### config.mk
export PLATFORM = sky130hd
export DESIGN_NAME = load_store_unit
export DESIGN_NICKNAME = d
export VERILOG_FILES = /design/src/rtl/load_store_unit.sv
export SDC_FILE = /design/constraint.sdc
export NUM_CORES = 1
export LEC_CHECK = 0
export ABC_AREA = 1
export BUFFER_PORTS_ARGS = -buffer_cell sky130_fd_sc_hd__buf_2
export CORE_AREA = 5 5 114 116
export DETAILED_ROUTE_END_ITERATION = 8
export DIE_AREA = 0 0 119 121
export HOLD_SLACK_MARGIN = 0.02
export PLACE_DENSITY = 0.95
export SLEW_MARGIN = 20
export SYNTH_ARGS = -nofsm -noshare
export SYNTH_HDL_FRONTEND = slang
export SYNTH_SLANG_ARGS = --single-unit
export TNS_END_PERCENT = 20
### constraint.sdc
create_clock -name clk -period 7.4 [get_ports clk]
set_input_delay 0.74 -clock clk [delete_from_list [all_inputs] [get_ports clk]]
set_output_delay 0.74 -clock clk [all_outputs]
set_load 0.1 [all_outputs]
### src/rtl/load_store_unit.sv
// Load/store unit: word-wide data memory initiator with byte/halfword lanes,
// load sign/zero extension and read-modify-write for sub-word stores.
module load_store_unit #(
   parameter int unsigned ADDR_W = 10
) (
   input  logic              clk,
   input  logic              rst,
   input  logic              req_valid,
   output logic              req_ready,
   input  logic              req_we,
   input  logic [1:0]        req_size,
   input  logic              req_signed,
   input  logic [31:0]       req_addr,
   input  logic [31:0]       req_wdata,
   output logic              resp_valid,
   output logic [31:0]       resp_rdata,
   output logic              resp_err,
   output logic              busy,
   output logic [ADDR_W-1:0] mem_address,
   output logic              mem_wen,
   output logic [31:0]       mem_write_data,
   input  logic [31:0]       mem_read_data
);

   localparam int unsigned BA_W = ADDR_W + 2;

   localparam logic [1:0] SZ_BYTE = 2'b00;
   localparam logic [1:0] SZ_HALF = 2'b01;
   localparam logic [1:0] SZ_WORD = 2'b10;
   localparam logic [1:0] SZ_BAD  = 2'b11;

   typedef enum logic [1:0] {IDLE, RD, WR, RESP} state_t;

   state_t          state;
   logic [BA_W-1:0] addr_q;
   logic [1:0]      size_q;
   logic            we_q;
   logic            sgn_q;
   logic            err_q;
   logic [31:0]     wdata_q;
   logic [31:0]     old_q;
   logic [31:0]     rdata_q;

   logic            req_err_c;
   logic [31:0]     merge_c;
   logic            unused_addr_c;

   // Upper byte-address bits are dropped so out-of-range addresses wrap.
   assign unused_addr_c = ^req_addr[31:BA_W];

   assign req_err_c = (req_size == SZ_BAD) ||
                      ((req_size == SZ_HALF) && req_addr[0]) ||
                      ((req_size == SZ_WORD) && (req_addr[1:0] != 2'b00));

   // Select the addressed lane of a memory word and extend it to 32 bits.
   function automatic logic [31:0] extract(input logic [31:0] w,
                                           input logic [1:0]  off,
                                           input logic [1:0]  size,
                                           input logic        sgn);
      logic [31:0] sh;
      sh = w >> {off, 3'b000};
      case (size)
         SZ_BYTE: extract = {{24{sgn & sh[7]}}, sh[7:0]};
         SZ_HALF: extract = {{16{sgn & sh[15]}}, sh[15:0]};
         default: extract = w;
      endcase
   endfunction

   // Replace the addressed lane of the old word; word stores take wdata as-is.
   always_comb begin
      merge_c = old_q;
      case (size_q)
         SZ_BYTE: merge_c[{addr_q[1:0], 3'b000} +: 8] = wdata_q[7:0];
         SZ_HALF: begin
            if (addr_q[1]) merge_c[31:16] = wdata_q[15:0];
            else           merge_c[15:0]  = wdata_q[15:0];
         end
         default: merge_c = wdata_q;
      endcase
   end

   always_ff @(posedge clk or posedge rst) begin
      if (rst) begin
         state   <= IDLE;
         addr_q  <= '0;
         size_q  <= '0;
         we_q    <= 1'b0;
         sgn_q   <= 1'b0;
         err_q   <= 1'b0;
         wdata_q <= '0;
         old_q   <= '0;
         rdata_q <= '0;
      end else begin
         case (state)
            IDLE: begin
               if (req_valid) begin
                  addr_q  <= req_addr[BA_W-1:0];
                  size_q  <= req_size;
                  we_q    <= req_we;
                  sgn_q   <= req_signed;
                  wdata_q <= req_wdata;
                  err_q   <= req_err_c;
                  if (req_err_c) begin
                     rdata_q <= '0;
                     state   <= RESP;
                  end else if (req_we && (req_size == SZ_WORD)) begin
                     state <= WR;
                  end else begin
                     state <= RD;
                  end
               end
            end
            RD: begin
               if (we_q) begin
                  old_q <= mem_read_data;
                  state <= WR;
               end else begin
                  rdata_q <= extract(mem_read_data, addr_q[1:0], size_q, sgn_q);
                  state   <= RESP;
               end
            end
            WR: begin
               rdata_q <= '0;
               state   <= RESP;
            end
            RESP:    state <= IDLE;
            default: state <= IDLE;
         endcase
      end
   end

   // Handshake and memory strobes decode straight from state so reset drops them at once.
   assign req_ready      = (state == IDLE);
   assign busy           = (state != IDLE);
   assign resp_valid     = (state == RESP);
   assign resp_err       = (state == RESP) && err_q;
   assign resp_rdata     = rdata_q;
   assign mem_address    = (state == IDLE) ? '0 : addr_q[BA_W-1:2];
   assign mem_wen        = (state == WR);
   assign mem_write_data = (state == WR) ? merge_c : '0;

endmodule

==> After elaboration in Yosys (flattened, before gate mapping) <==
Cells that the tools add are included.
{ "classes": {"addsub": 1, "eq_ne": 10, "shifts": 3, "n_mux": 16, "bitwise": 2, "reduce_logical": 14} }
{ "op_table": {"columns": ["operator", "count"], "rows": [
  ["$mux 32", 4],
  ["$pmux 32 s2", 2],
  ["$pmux 32 s3", 1],
  ["$bwmux 32", 1],
  ["$mux 16", 2],
  ["$shift 8x7->32 const A", 1],
  ["$shiftx 8x7->32", 1],
  ["$shr 32x5->16", 1],
  ["$mux 10", 1],
  ["$eq 2x2->1 const B", 4],
  ["$pmux 2 s4", 1],
  ["$neg 5->7", 1],
  ["$eq 2x1->1 const B", 3],
  ["$mux 2", 3],
  ["$logic_and 1x1->1", 4],
  ["$logic_not 2->1", 2],
  ["$ne 2x2->1 const B", 2],
  ["$reduce_and 2->1", 2],
  ["$reduce_and 4->1", 1],
  ["$reduce_bool 2->1", 2],
  ["$reduce_bool 3->1", 1],
  ["$and 1x1->1", 2],
  ["$logic_or 1x1->1", 2],
  ["$ne 2x1->1 const B", 1],
  ["$mux 1", 1]
]} }
{ "word_totals": {"regBits": 115, "input_bits": 103, "out_inout_bits": 79, "word_cells": 55} }

==> Longest topological paths before layout <==
{ "depth": {"depth_word": 7, "ltp_mapped": 11, "ltp_nobuf": 9} }

==> Worst setup path after synthesis <==
OpenSTA, ideal clock, no wires.
{ "synth_path": {"path_type": "register to output", "start": "reg state[0]", "end": "out mem_write_data[6]", "arrival_time_ns": 4.168, "t_required_ns": 6.660, "setup_slack_ns": 2.492, "stages_incl_launch_ff": 8, "path_buffers": 1, "path_cell_list": "dfrtp_1 -> inv_1 -> ha_1 -> inv_1 -> buf_1 -> a21oi_1 -> o21ai_0 -> a211oi_1"} }
{ "synth_via": {"elab_chain_len": 2} }
{ "synth_lines": {"columns": ["item", "line", "source"], "rows": [
  ["start: declaration", "34", "state_t state;"],
  ["start signal: assignment", "84", "state <= IDLE;"],
  ["start signal: assignment", "105", "state <= RESP;"],
  ["start signal: assignment", "107", "state <= WR;"],
  ["$eq 2x2->1", null, null],
  ["via mem_wen", "20", "output logic mem_wen,"],
  ["$mux 32", "140", "assign mem_write_data = (state == WR) ? merge_c : '0;"],
  ["end: declaration", "21", "output logic [31:0] mem_write_data,"]
]} }
The timed path passes the listed nets, and every way through them passes these cells.

==> Worst setup path in the final report <==
{ "layout_path": {"start": "reg addr_q[0]", "end": "out mem_write_data[7]"} }
{ "layout_via": {"elab_chain_len": 5, "word_cells_on_any_way": 6, "classes_between": "1 x add/sub; 2 x shift; 3 x mux"} }
{ "layout_lines": {"columns": ["item", "line", "source"], "rows": [
  ["start: declaration", "35", "logic [BA_W-1:0] addr_q;"],
  ["start signal: assignment", "97", "addr_q <= req_addr[BA_W-1:0];"],
  ["$neg 5->7 (*)", "73", "SZ_BYTE: merge_c[{addr_q[1:0], 3'b000} +: 8] = wdata_q[7:0];"],
  ["$shiftx 8x7->32 or $shift 8x7->32 (tied branches)", "73", null],
  ["$bwmux 32 (*)", "73", null],
  ["$pmux 32 s2 (*)", "72", "case (size_q)"],
  ["$mux 32 (*)", "140", null]
]} }
Mark *: on every way between the ends. The rest lies on a longest branch, timed or not.

==> run metrics <==
status=completed; Syn Std Cell Area=0.00659 sq mm; Fill cells=slightly below 1k; footprint of the multi-input gates=between 0.003 and 0.004 sq mm; post-synthesis mux area share=0%; post-synthesis compound-gate area fraction=16.3%; Post-synth EDFFs=0; worst path cell trace=inv_2, ha_1, nor2_1, nand3_1, a211oi_1, buf_2; Commonest cells post-synth=385 x nand2_1, 115 x dfrtp_1, 89 x o21ai_0; Die H=between 100 and 150 microns; RSZ-0062 raised after global routing=false; full die area=0.0144 sq mm; CP max stage cell=dfrtp_1; drt total wl=19,900 microns; ANT nets after route=0; main combinational cell family by area after synthesis=simple AND/OR/NAND/NOR gates; row count=40; Critical Path End Type=output pin; total number of vias=around 7.0k; Synth Area in XOR/XNOR=0%; Critical Path Source Type=flip-flop; GRT overflow=0; nets@finish=~1.2k; CTS hold repair buffers=0; I/O Buffers=about 160; critical path class=flip-flop to output pin; number of placed I/O pins=between 150 and 200; CTS buffer count=17; Post-route DRC=0; Synth top area share=43.7%; global-route wire length before repair=roughly 32,000 microns; Net Count, Synth=~1.1k; drt initial violations=approximately 950; Total GRT Usage=between 20% and 30%; register area share after synthesis=a little over two fifths; clock-pin slew on the worst setup and hold paths=0.05 ns; Clock Tree Root=clkbuf_16; setup_tns=0 ns; final worst-path cycle share=63.2%; Synth Warn #=0; worst path arrival time=slightly below 4 ns; CTS-repair resized insts=0; worst-skew pair later-pin latency=0.41 ns; dominant cell type by area after synthesis=dfrtp_1; Max Slew Vio Count=0; Via density=5.59; Async S/R FF share, synth=100%; area of the core=between 0.01 and 0.015 sq mm; Least-Margin Pin Slew=around 1.0 ns; Die X=~120 microns; CP required=6.66 ns; CTS tree=built; ys flop type=dfrtp_1; Final setup violation count=0; layout cells sized above 1=between 10% and 20%; mean routed wirelength per cell=around 16 microns; pin count of the biggest net entering global routing=68; Slew headroom=around 31%; Syn Inst Count=951; Layout area overhead=20.8%; Max-cap violations=0; Synth cell types=29; DRT Pass-1 Iters=6; vias in the first global route=between 6k and 7k; postcts setup bufs=0; Initial Util=approximately 56%; Adder-Cell Fraction of Synth Area=around 1.7%; clock buffer depth=2; H-tree Lvls=4; dpl hpwl=approximately 14,000 microns; initial antenna violation count=0; Diodes inserted=0; worst hold path type=input port to asynchronous set/reset pin; top-count cell post-synth=nand2_1; synth top area cells=dfrtp_1 44%, nand2_1 22%, o21ai_0 6.8%, inv_1 4.7%, nor2_1 4.0%; Avg Inst Size Synth=approximately 6.9 sq um; Final Hold Violating Endpoints=0; Placer Congestion=~0.97; post-synthesis simple-gate area fraction=approximately 30%; Max Fclk=between 200 and 250 MHz; Final min period=4.67 ns; Register Area=~0.0029 sq mm; crit-path max cell delay=slightly above 1 ns; Synth Register Bits=approximately 120; crit-path max FO=37; clk_skew=approximately 0.0054 ns; number of clock sinks=115
==> layout make-up <==
class	count	area share (%)
clock buffers	25	6.23
inverters	89	4.23
flip-flops and latches	115	36.2
multi-input cells	696	39.4
repair buffers	167	10.7
well taps	147	2.31
clock inverters	5	0.944
==> state kept, by name (all words and copies together) (netlist names) <==
name	cells
old_q	32
resp_rdata	32
wdata_q	32
addr_q	12
size_q	2
state	2
err_q	1
sgn_q	1
we_q	1
==> metrics by stage <==
stage,hold WS [ns],std cells,instance area [sq um],utilization (%),setup slack (ns)
finish,0.409,1244,7950,67.3,2.73
CTS,0.424,1244,7950,67.3,2.90
detailed placement,0.460,1214,7380,62.5,3.34
global placement,0.459,1214,7380,62.5,3.31
floorplan,0.450,951,6590,-,2.49
global route,0.460,1244,7950,67.3,2.53
==> path summary, 6_finish.rpt <==
kind	startpoint	depth (start not counted)	slack [ns]	to
max	addr_q[0]$_DFFE_PP0P_	6	2.73	mem_write_data[7]
min reg2reg	resp_rdata[26]$_DFFE_PP0P_	2	0.47	resp_rdata[26]$_DFFE_PP0P_
max in group asynchronous	rst	3	5.68	resp_rdata[4]$_DFFE_PP0P_
min	rst	2	0.41	state[0]$_DFFE_PP0N_
max reg2reg	state[1]$_DFFE_PP0N_	9	4.74	resp_rdata[4]$_DFFE_PP0P_
min in group clk	resp_rdata[26]$_DFFE_PP0P_	2	0.47	resp_rdata[26]$_DFFE_PP0P_
==> cells by family after synthesis <==
family	count (synthesis)
buf+inv	140
fa+ha+maj	9
compound gates	194
simple gates	493
flops	115
==> layout by cell type, fill, tap and decap left out, types with 3 or more instances in the layout <==
cell type  instances
a211oi_1           8
a21oi_1           48
a22oi_1           16
buf_2            161
buf_4              6
clkbuf_1           4
clkbuf_16         17
clkbuf_8           4
clkinv_1           4
clkinv_2           3
dfrtp_1          115
ha_1               9
inv_1             80
inv_2              4
nand2_1          385
nand3_1           26
nand4_1            5
nor2_1            70
o211ai_1           5
o21ai_0           89
o21ai_1            8
o22ai_1           17
==> metal layers <==
layer | wire [microns] | track usage [%] | share of wire [%]
met3 | 1780 | 7.46 | 9.0
met2 | 9450 | 45.1 | 47
met5 | 0 | 0 | 0
met4 | 671 | 11.8 | 3.4
met1 | 8010 | 35.2 | 40
==> critical path, delay by kind of cell (launching register included) <==
family	cells	cell delay, ns
simple gates	2	0.63
compound gates	1	0.33
buf+inv	2	1.07
fa+ha+maj	1	0.46
flops	1	1.01
Power is left out: the tool's default activity adds up to more than one toggle a clock period on the data nets, which glitch-free logic cannot reach.
